$ cat config.mk
export PLATFORM = sky130hd
export DESIGN_NAME = ysyx_22040759_mem_arbiter_flat
export DESIGN_NICKNAME = d
export VERILOG_FILES = /design/src/rtl/ysyx_22040759_mem_arbiter_pkg.sv /design/src/rtl/ysyx_22040759_mem_arbiter_if.sv /design/src/rtl/ysyx_22040759_mem_arbiter.sv /design/src/flat_wrapper.sv
export SDC_FILE = /design/constraint.sdc
export NUM_CORES = 1
export LEC_CHECK = 0
export CAP_MARGIN = 20
export CORE_AREA = 4 4 195 197
export DETAILED_ROUTE_END_ITERATION = 6
export DIE_AREA = 0 0 199 201
export SLEW_MARGIN = 20
export SYNTH_ARGS = -nofsm -noshare
export SYNTH_HDL_FRONTEND = slang
export SYNTH_SLANG_ARGS = --single-unit
$ cat constraint.sdc
create_clock -name clk -period 1.55 [get_ports clk]
set_input_delay 0.31 -clock clk [delete_from_list [all_inputs] [get_ports clk]]
set_output_delay 0.31 -clock clk [all_outputs]
set_load 0.1 [all_outputs]
$ cat src/rtl/ysyx_22040759_mem_arbiter_pkg.sv
// ysyx_22040759_mem_arbiter_pkg
// Shared definitions for the IFU/LSU memory arbiter: bus widths, FSM state
// encodings, owner encodings, the latched request record and the helper that
// picks the 32-bit instruction half out of a 64-bit memory word.
package ysyx_22040759_mem_arbiter_pkg;

  localparam int ADDR_W = 64;
  localparam int DATA_W = 64;
  localparam int STRB_W = DATA_W / 8;

  localparam logic [1:0] ARB_IDLE = 2'd0;
  localparam logic [1:0] ARB_REQ  = 2'd1;
  localparam logic [1:0] ARB_WAIT = 2'd2;
  localparam logic [1:0] ARB_RESP = 2'd3;

  localparam logic OWNER_IFU = 1'b0;
  localparam logic OWNER_LSU = 1'b1;

  typedef struct packed {
    logic [ADDR_W-1:0] addr;
    logic              wen;
    logic [DATA_W-1:0] wdata;
    logic [STRB_W-1:0] wmask;
  } mem_req_t;

  // Instructions are 4-byte aligned inside an 8-byte word; addr[2] picks the half.
  function automatic logic [31:0] select_inst(input logic [DATA_W-1:0] rdata,
                                              input logic              upper);
    return upper ? rdata[63:32] : rdata[31:0];
  endfunction

endpackage

$ cat src/rtl/ysyx_22040759_mem_arbiter_if.sv
// ysyx_22040759_mem_arbiter_if
// Bundles every handshake/bus signal around the arbiter.
//   ifu_*  : instruction fetch request/response and flush
//   lsu_*  : load/store request/response
//   mem_*  : single downstream memory port
//   err    : sticky protocol error flag
// Modports:
//   slave  : the arbiter's view (serves IFU/LSU, drives the memory port)
//   master : the environment's view (requesters and memory model)
interface ysyx_22040759_mem_arbiter_if;
  import ysyx_22040759_mem_arbiter_pkg::*;

  logic              ifu_req_valid;
  logic              ifu_req_ready;
  logic [ADDR_W-1:0] ifu_req_addr;
  logic              ifu_flush;
  logic              ifu_resp_valid;
  logic [31:0]       ifu_resp_inst;

  logic              lsu_req_valid;
  logic              lsu_req_ready;
  logic [ADDR_W-1:0] lsu_req_addr;
  logic              lsu_req_wen;
  logic [DATA_W-1:0] lsu_req_wdata;
  logic [STRB_W-1:0] lsu_req_wmask;
  logic              lsu_resp_valid;
  logic [DATA_W-1:0] lsu_resp_rdata;

  logic              mem_req_valid;
  logic              mem_req_ready;
  logic [ADDR_W-1:0] mem_req_addr;
  logic              mem_req_wen;
  logic [DATA_W-1:0] mem_req_wdata;
  logic [STRB_W-1:0] mem_req_wmask;
  logic              mem_resp_valid;
  logic [DATA_W-1:0] mem_resp_rdata;

  logic              err;

  modport slave (
    input  ifu_req_valid, ifu_req_addr, ifu_flush,
    output ifu_req_ready, ifu_resp_valid, ifu_resp_inst,
    input  lsu_req_valid, lsu_req_addr, lsu_req_wen, lsu_req_wdata, lsu_req_wmask,
    output lsu_req_ready, lsu_resp_valid, lsu_resp_rdata,
    output mem_req_valid, mem_req_addr, mem_req_wen, mem_req_wdata, mem_req_wmask,
    input  mem_req_ready, mem_resp_valid, mem_resp_rdata,
    output err
  );

  modport master (
    output ifu_req_valid, ifu_req_addr, ifu_flush,
    input  ifu_req_ready, ifu_resp_valid, ifu_resp_inst,
    output lsu_req_valid, lsu_req_addr, lsu_req_wen, lsu_req_wdata, lsu_req_wmask,
    input  lsu_req_ready, lsu_resp_valid, lsu_resp_rdata,
    input  mem_req_valid, mem_req_addr, mem_req_wen, mem_req_wdata, mem_req_wmask,
    output mem_req_ready, mem_resp_valid, mem_resp_rdata,
    input  err
  );

endinterface

$ cat src/rtl/ysyx_22040759_mem_arbiter.sv
// ysyx_22040759_mem_arbiter
// Shares one memory port between IFU and LSU with round-robin grant and a
// single outstanding transaction.
// Ports:
//   clk : rising-edge clock
//   rst : asynchronous, active-low reset
//   bus : ysyx_22040759_mem_arbiter_if.slave (IFU, LSU, memory, err)
//
// state    | meaning
// ---------+-------------------------------------------------------------
// ARB_IDLE | readies offered to the round-robin winner, request latched
// ARB_REQ  | mem_req_valid held with latched fields until mem_req_ready
// ARB_WAIT | waiting for mem_resp_valid, rdata captured on arrival
// ARB_RESP | one-cycle resp_valid pulse to the owner (unless IFU dropped)
module ysyx_22040759_mem_arbiter
  import ysyx_22040759_mem_arbiter_pkg::*;
(
  input logic                          clk,
  input logic                          rst,
  ysyx_22040759_mem_arbiter_if.slave   bus
);

  logic [1:0]        state;
  logic              owner;
  logic              last_grant;
  logic              drop;
  logic              err_q;
  mem_req_t          req_q;
  logic [DATA_W-1:0] rdata_q;

  logic grant_ifu;
  logic grant_lsu;

  // On a tie, the requester that did not win last time gets the port.
  always_comb begin
    grant_ifu = 1'b0;
    grant_lsu = 1'b0;
    if (state == ARB_IDLE) begin
      if (bus.ifu_req_valid && bus.lsu_req_valid) begin
        if (last_grant == OWNER_LSU) grant_ifu = 1'b1;
        else                         grant_lsu = 1'b1;
      end else if (bus.ifu_req_valid) begin
        grant_ifu = 1'b1;
      end else if (bus.lsu_req_valid) begin
        grant_lsu = 1'b1;
      end
    end
  end

  always_ff @(posedge clk or negedge rst) begin
    if (!rst) begin
      state      <= ARB_IDLE;
      owner      <= OWNER_IFU;
      last_grant <= OWNER_LSU;
      drop       <= 1'b0;
      err_q      <= 1'b0;
      req_q      <= '0;
      rdata_q    <= '0;
    end else begin
      if (bus.mem_resp_valid && (state != ARB_WAIT)) err_q <= 1'b1;

      if (bus.ifu_flush && (owner == OWNER_IFU) && (state != ARB_IDLE)) drop <= 1'b1;

      case (state)
        ARB_IDLE: begin
          if (grant_ifu) begin
            req_q      <= '{addr: bus.ifu_req_addr, wen: 1'b0, wdata: '0, wmask: '1};
            owner      <= OWNER_IFU;
            last_grant <= OWNER_IFU;
            state      <= ARB_REQ;
          end else if (grant_lsu) begin
            req_q      <= '{addr: bus.lsu_req_addr, wen: bus.lsu_req_wen,
                            wdata: bus.lsu_req_wdata, wmask: bus.lsu_req_wmask};
            owner      <= OWNER_LSU;
            last_grant <= OWNER_LSU;
            state      <= ARB_REQ;
          end
        end
        ARB_REQ: begin
          if (bus.mem_req_ready) state <= ARB_WAIT;
        end
        ARB_WAIT: begin
          if (bus.mem_resp_valid) begin
            rdata_q <= bus.mem_resp_rdata;
            state   <= ARB_RESP;
          end
        end
        ARB_RESP: begin
          // Clearing here overrides any flush seen in this same cycle.
          drop  <= 1'b0;
          state <= ARB_IDLE;
        end
        default: state <= ARB_IDLE;
      endcase
    end
  end

  assign bus.ifu_req_ready  = grant_ifu;
  assign bus.lsu_req_ready  = grant_lsu;

  assign bus.mem_req_valid  = (state == ARB_REQ);
  assign bus.mem_req_addr   = req_q.addr;
  assign bus.mem_req_wen    = req_q.wen;
  assign bus.mem_req_wdata  = req_q.wdata;
  assign bus.mem_req_wmask  = req_q.wmask;

  // A flush arriving in RESP itself also kills the pulse it would meet.
  assign bus.ifu_resp_valid = (state == ARB_RESP) && (owner == OWNER_IFU) &&
                              !drop && !bus.ifu_flush;
  assign bus.ifu_resp_inst  = select_inst(rdata_q, req_q.addr[2]);

  assign bus.lsu_resp_valid = (state == ARB_RESP) && (owner == OWNER_LSU);
  assign bus.lsu_resp_rdata = rdata_q;

  assign bus.err            = err_q;

endmodule

$ cat src/flat_wrapper.sv
// flat-port wrapper written by rule: the top's interface ports become plain ports
module ysyx_22040759_mem_arbiter_flat import ysyx_22040759_mem_arbiter_pkg::*;
  (clk, rst, bus_ifu_req_valid, bus_ifu_req_addr, bus_ifu_flush, bus_ifu_req_ready, bus_ifu_resp_valid, bus_ifu_resp_inst, bus_lsu_req_valid, bus_lsu_req_addr, bus_lsu_req_wen, bus_lsu_req_wdata, bus_lsu_req_wmask, bus_lsu_req_ready, bus_lsu_resp_valid, bus_lsu_resp_rdata, bus_mem_req_valid, bus_mem_req_addr, bus_mem_req_wen, bus_mem_req_wdata, bus_mem_req_wmask, bus_mem_req_ready, bus_mem_resp_valid, bus_mem_resp_rdata, bus_err);
  ysyx_22040759_mem_arbiter_if bus_i ();
  input logic clk;
  input logic rst;
  input wire logic [$bits(bus_i.ifu_req_valid)-1:0] bus_ifu_req_valid;
  input wire logic [$bits(bus_i.ifu_req_addr)-1:0] bus_ifu_req_addr;
  input wire logic [$bits(bus_i.ifu_flush)-1:0] bus_ifu_flush;
  output wire logic [$bits(bus_i.ifu_req_ready)-1:0] bus_ifu_req_ready;
  output wire logic [$bits(bus_i.ifu_resp_valid)-1:0] bus_ifu_resp_valid;
  output wire logic [$bits(bus_i.ifu_resp_inst)-1:0] bus_ifu_resp_inst;
  input wire logic [$bits(bus_i.lsu_req_valid)-1:0] bus_lsu_req_valid;
  input wire logic [$bits(bus_i.lsu_req_addr)-1:0] bus_lsu_req_addr;
  input wire logic [$bits(bus_i.lsu_req_wen)-1:0] bus_lsu_req_wen;
  input wire logic [$bits(bus_i.lsu_req_wdata)-1:0] bus_lsu_req_wdata;
  input wire logic [$bits(bus_i.lsu_req_wmask)-1:0] bus_lsu_req_wmask;
  output wire logic [$bits(bus_i.lsu_req_ready)-1:0] bus_lsu_req_ready;
  output wire logic [$bits(bus_i.lsu_resp_valid)-1:0] bus_lsu_resp_valid;
  output wire logic [$bits(bus_i.lsu_resp_rdata)-1:0] bus_lsu_resp_rdata;
  output wire logic [$bits(bus_i.mem_req_valid)-1:0] bus_mem_req_valid;
  output wire logic [$bits(bus_i.mem_req_addr)-1:0] bus_mem_req_addr;
  output wire logic [$bits(bus_i.mem_req_wen)-1:0] bus_mem_req_wen;
  output wire logic [$bits(bus_i.mem_req_wdata)-1:0] bus_mem_req_wdata;
  output wire logic [$bits(bus_i.mem_req_wmask)-1:0] bus_mem_req_wmask;
  input wire logic [$bits(bus_i.mem_req_ready)-1:0] bus_mem_req_ready;
  input wire logic [$bits(bus_i.mem_resp_valid)-1:0] bus_mem_resp_valid;
  input wire logic [$bits(bus_i.mem_resp_rdata)-1:0] bus_mem_resp_rdata;
  output wire logic [$bits(bus_i.err)-1:0] bus_err;
  assign bus_i.ifu_req_valid = bus_ifu_req_valid;
  assign bus_i.ifu_req_addr = bus_ifu_req_addr;
  assign bus_i.ifu_flush = bus_ifu_flush;
  assign bus_ifu_req_ready = bus_i.ifu_req_ready;
  assign bus_ifu_resp_valid = bus_i.ifu_resp_valid;
  assign bus_ifu_resp_inst = bus_i.ifu_resp_inst;
  assign bus_i.lsu_req_valid = bus_lsu_req_valid;
  assign bus_i.lsu_req_addr = bus_lsu_req_addr;
  assign bus_i.lsu_req_wen = bus_lsu_req_wen;
  assign bus_i.lsu_req_wdata = bus_lsu_req_wdata;
  assign bus_i.lsu_req_wmask = bus_lsu_req_wmask;
  assign bus_lsu_req_ready = bus_i.lsu_req_ready;
  assign bus_lsu_resp_valid = bus_i.lsu_resp_valid;
  assign bus_lsu_resp_rdata = bus_i.lsu_resp_rdata;
  assign bus_mem_req_valid = bus_i.mem_req_valid;
  assign bus_mem_req_addr = bus_i.mem_req_addr;
  assign bus_mem_req_wen = bus_i.mem_req_wen;
  assign bus_mem_req_wdata = bus_i.mem_req_wdata;
  assign bus_mem_req_wmask = bus_i.mem_req_wmask;
  assign bus_i.mem_req_ready = bus_mem_req_ready;
  assign bus_i.mem_resp_valid = bus_mem_resp_valid;
  assign bus_i.mem_resp_rdata = bus_mem_resp_rdata;
  assign bus_err = bus_i.err;
  ysyx_22040759_mem_arbiter u_core (.clk(clk), .rst(rst), .bus(bus_i));
endmodule
==> flow_summary.yaml, run 1 <==
timing:
  maxSlewViolCount: 0
  fin_crit_sh_pct: 135.5
  worst_slew_pin_slew_ns: 0.6661
  setup_violations: 231
  rsz0062_at_grt: "true"
  setup_ws_ns: -0.5505
  timing.fmax_mhz: 476.1
  finalClockSkew_ns: 0.01528
  final.min_clock_period_ns: 2.101
  final-hold-violation-count: 0
  timing.slew.headroom_pct: 55.59
  hold_ws_ns: 0.2740
logic_synthesis:
  syn_area_per_cell_sq_um: 11.94
  synthArstFlopShare_pct: 100.0
  yosysTopAreaCellShare_pct: 58.66
  yosys-top-cells-area: "dfrtp_1 (59%), mux2_2 (12%), a22o_1 (6.5%)"
  synth-seq-cells: 207
  ys_warn_count: 0
  netlist_top_cells_count: "dfrtp_1 (206), mux2_2 (97), nor2_1 (69), a31oi_1 (66)"
  syn-num-nets: 1013
  synth_top_cell_by_area: "dfrtp_1"
  netlist_instances: 736
  synth.most_common_cell: "dfrtp_1"
  synth_area_sq_um: 8787
  yosysUniqueCellTypes: 28
  synth_seq_area_share_pct: 58.96
  synthFlopType: "dfrtp_1"
  synth_edf_count: 0
floorplanning:
  die-area_sq_um: 40000
  die_w_microns: 199
  start_util_pct: 24.23
  ioPinCount: 511
  dieHeight_microns: 201
  core_area_sq_um: 36260
  rows: 70
critical_path:
  crit_type: "flop to primary output"
  worstPathRequired_ns: 1.24
  critPathCaptureType: "primary output"
  crit_path_start_kind: "flop"
  arrival_ns: 1.79
  path_max_fanout: 7
detailed_routing:
  drc: 0
  vias: 9171
  first_iter_violations: 310
  drt-total-wl_microns: 44620
  vias_per_cell: 4.894
  antenna_left: 0
  drtPass1Iterations: 5
  wl_per_cell_microns: 23.81
clocking:
  clk_path_buf_depth: 3
  clk_latency_ns: 0.52
  cts_buffers: 24
  cts_tree: "yes"
  htreeDepth: 1
  cts.sinks: 207
  cts-root-buf: "clkbuf_16"
  clk_pin_slew_ns: 0.06
final_layout:
  multiInputGateArea_sq_um: 4654
  area_growth_pct: 144.9
  seq_area_sq_um: 5243
  fillerInstances: 2724
  final_util_pct: 59.35
  fin_nets: 1662
  drive_gt1_share_pct: 55.45
grt:
  grt_pass1_wl_microns: 64590
  gr-total-overflow: 0
  grt_usage_pct: 20.91
  antenna_found_initial: 4
  grt_pass1_vias: 9940
  grt_max_degree: 57
placed_design:
  dp_slack_ns: -0.3683
  dp_hpwl_microns: 29290
  place_congestion: 0.8082
  io_buffers: 510
status:
  status: "complete, but fails checks"
  failed_checks: "negative setup slack"
min_path:
  hold_path_class: "input pin to asynchronous set/reset pin"
job:
  drv_cap: 0
## kinds of logic after synthesis
family	after synthesis	synth area share (%)
AO/OA/AOI/OAI	210	16.33
flip-flops	207	58.96
AND/OR/NAND/NOR	145	7.404
multiplexers	98	12.54
buffers and inverters	71	4.044
adder cells (fa/ha/maj)	5	0.7119
## layout by cell type (no fill, tap or decap), drive strengths merged, types with 4 or more instances in the layout
| cell type | n |
|---|---|
| o21ai | 64 |
| o211a | 4 |
| ha | 5 |
| buf | 415 |
| mux2 | 97 |
| clkbuf | 39 |
| dfrtp | 206 |
| nand3 | 65 |
| a22o | 65 |
| clkdlybuf4s50 | 269 |
| o22a | 8 |
| nor2 | 69 |
| a31oi | 66 |
## state kept, by name, indices dropped and copies added (netlist names)
| register | flops |
|---|---|
| u_core.bus.mem_req_addr | 64 |
| u_core.bus.mem_req_wmask | 8 |
| u_core.drop | 1 |
| u_core.bus.mem_req_wen | 1 |
| u_core.bus.err | 1 |
| u_core.state | 2 |
| u_core.bus.lsu_resp_rdata | 64 |
| u_core.owner | 1 |
| u_core.bus.mem_req_wdata | 64 |
| u_core.last_grant | 1 |
## metal layers
layer | vias up | part of all wire, % | GRT usage (%)
met2 | 443 | 50 | 37.01
met4 | 2 | 3.4 | 6.302
met1 | 4584 | 37 | 24.34
li1 | 4052 | - | -
met3 | 90 | 9.0 | 6.126
met5 | - | 0.029 | 0
## final cells by class
type / instances / area share [%]
antenna: 3 / 0.03489
clock buffer: 37 / 3.442
clock inverter: 7 / 0.5233
inverter: 3 / 0.06396
multi-input combinational: 461 / 21.63
sequential: 207 / 24.36
tap: 468 / 2.721
timing repair buffer: 688 / 47.22
## repair_timing
item,in CTS,in global routing
endpoints found under the setup margin,246,249
hold buffers,1,0
endpoints found under the hold margin,27,0
pin swaps,93,81
buffers inserted,68,26
gates cloned,44,1
resized for setup,285,179
## worst max-delay path: stages, from the launching register on
cell	delay [ns]
dfrtp_4	0.57
buf_12	0.18
mux2_4	0.33
buf_12	0.17
## metrics by stage
step,std cells,area [sq um],TNS [ns]
CTS,1876,21180,-68.59
global placement,1722,17620,-50.28
floorplan,736,9075,-7.121
detailed placement,1722,17620,-54.17
finish,1874,21520,-62.32
global route,1874,21520,-76.22
## path summary, 6_finish.rpt
path	endpoint	slack [ns]	from	depth (start not counted)
max in group asynchronous	u_core.bus.mem_req_wdata[48]	0.67	rst	3
setup / recovery	bus_ifu_resp_inst[16]	-0.55	u_core.bus.mem_req_addr[2]	3
hold / removal	u_core.bus.mem_req_addr[31]	0.27	rst	2
min in group clk	u_core.bus.mem_req_addr[37]	0.35	bus_ifu_req_addr[37]	3
setup reg to reg	u_core.bus.mem_req_addr[32]	-0.45	u_core.state[0]	12
hold reg to reg	u_core.bus.err	0.53	u_core.bus.err	1
Power of run 1 is not shown: default switching activity piles up to over one toggle a cycle in this logic, so the estimate is an artifact.
==> run 2, diff against run 1 <==
Settings changed: PLACE_DENSITY set to 0.69, SKIP_CTS_REPAIR_TIMING set to 1.
==> flow_summary.yaml, run 2 (synthesized netlist as in run 1, its figures left out) <==
final_layout:
  fin_nets: 1604
  layout_commonest_cell: "clkdlybuf4s50_1"
  drive_gt1_share_pct: 48.33
  area_growth_pct: 128.2
  layout_common_cells: "clkdlybuf4s50_1 (269), buf_12 (263), dfrtp_1 (158)"
  final_cells: 1821
status:
  failed_checks: "negative setup slack"
  status: "complete, but fails checks"
timing:
  finalClockSkew_ns: 0.01769
  maxSlewViolCount: 0
  rsz0062_at_grt: "true"
  worst_slew_pin_slew_ns: 0.7142
  setup_ws_ns: -0.5541
  final-hold-violation-count: 0
  timing.fmax_mhz: 475.3
  fin_crit_sh_pct: 135.8
  final.min_clock_period_ns: 2.104
  setup_violations: 243
  timing.slew.headroom_pct: 52.31
floorplanning:
  rows: 70
  dieHeight_microns: 201
  core_area_sq_um: 36260
  ioPinCount: 511
  die_w_microns: 199
  start_util_pct: 24.23
  die-area_sq_um: 40000
grt:
  grt_pass1_vias: 8762
  gr-total-overflow: 0
  grt_pass1_wl_microns: 53210
  grt_usage_pct: 17.01
  grt_max_degree: 60
  antenna_found_initial: 10
detailed_routing:
  antenna_left: 0
  wl_per_cell_microns: 23.53
  vias: 8932
  drc: 0
  first_iter_violations: 341
  drt-total-wl_microns: 42850
  vias_per_cell: 4.905
  drtPass1Iterations: 4
min_path:
  hold_path_class: "input pin to asynchronous set/reset pin"
clocking:
  cts-root-buf: "clkbuf_16"
  cts.sinks: 207
  htreeDepth: 1
  cts_buffers: 24
  cts_tree: "yes"
  clk_path_buf_depth: 3
  clk_pin_slew_ns: 0.06
  clk_latency_ns: 0.53
critical_path:
  worstPathRequired_ns: 1.24
  r2r-start: "u_core.state[1]"
  path_max_fanout: 17
  crit_path_start_kind: "flop"
  critPathCaptureType: "primary output"
  reg2reg_to: "u_core.bus.mem_req_wdata[17]"
  r2r_cells: 9
  r2r_slack_ns: -0.30
  crit_type: "flop to primary output"
  arrival_ns: 1.79
placed_design:
  dp_slack_ns: -0.3728
  dp_hpwl_microns: 29160
  placed_cells: 1713
  place_congestion: 0.8678
  io_buffers: 510
job:
  drv_cap: 0
[run 2: how the worst max path moves through the flow]
stage | startpoint | end | slack [ns] | cells past startpoint
6_report | u_core.bus.mem_req_addr[2] | bus_ifu_resp_inst[17] | -0.55 | 3
5_1_grt | u_core.bus.mem_req_addr[2] | bus_ifu_resp_inst[24] | -0.59 | 3
4_1_cts | u_core.state[0] | bus_ifu_req_ready | -0.62 | 5
3_5_place_dp | bus_lsu_req_valid | u_core.bus.mem_req_wdata[44] | -0.37 | 5
3_3_place_gp | bus_ifu_req_valid | u_core.bus.mem_req_wdata[30] | -0.31 | 5
2_1_floorplan | u_core.state[1] | bus_ifu_resp_valid | -0.33 | 2
[run 2: cell type report]
class / instances / area, sq um
fill: 2824 / 16210
timing repair buffer: 630 / 9235
sequential: 207 / 5244
multi-input combinational: 461 / 4155
clock buffer: 41 / 755.7
tap: 468 / 585.6
clock inverter: 3 / 42.54
antenna: 8 / 20.02
inverter: 3 / 11.26
[run 2: worst max-delay path, cell delays in order, from the launching register on]
cell and delay [ns]:
dfrtp_4 0.57, buf_12 0.20, mux2_4 0.32, buf_12 0.17
[run 2: per-layer routing]
| metal | global-route usage [%] | wire length, microns | vias to the layer above |
|---|---|---|---|
| met5 | 0 | 0 | - |
| met4 | 7.719 | 2009 | 0 |
| met3 | 5.455 | 3863 | 102 |
| met2 | 29.76 | 21920 | 487 |
| met1 | 18.68 | 15060 | 4418 |
| li1 | - | - | 3925 |
[run 2: per-stage QoR]
step	hold WS, ns	utilization (%)	TNS (ns)	instance area, sq um
floorplan	0.01441	-	-7.121	9075
global placement	0.2595	48.20	-42.83	17480
detailed placement	0.2638	48.20	-48.59	17480
CTS	-0.2813	50.40	-43.72	18280
global route	0.3363	55.29	-66.50	20050
finish	0.3192	55.29	-52.10	20050
Power of run 2 is left out for the same reason.
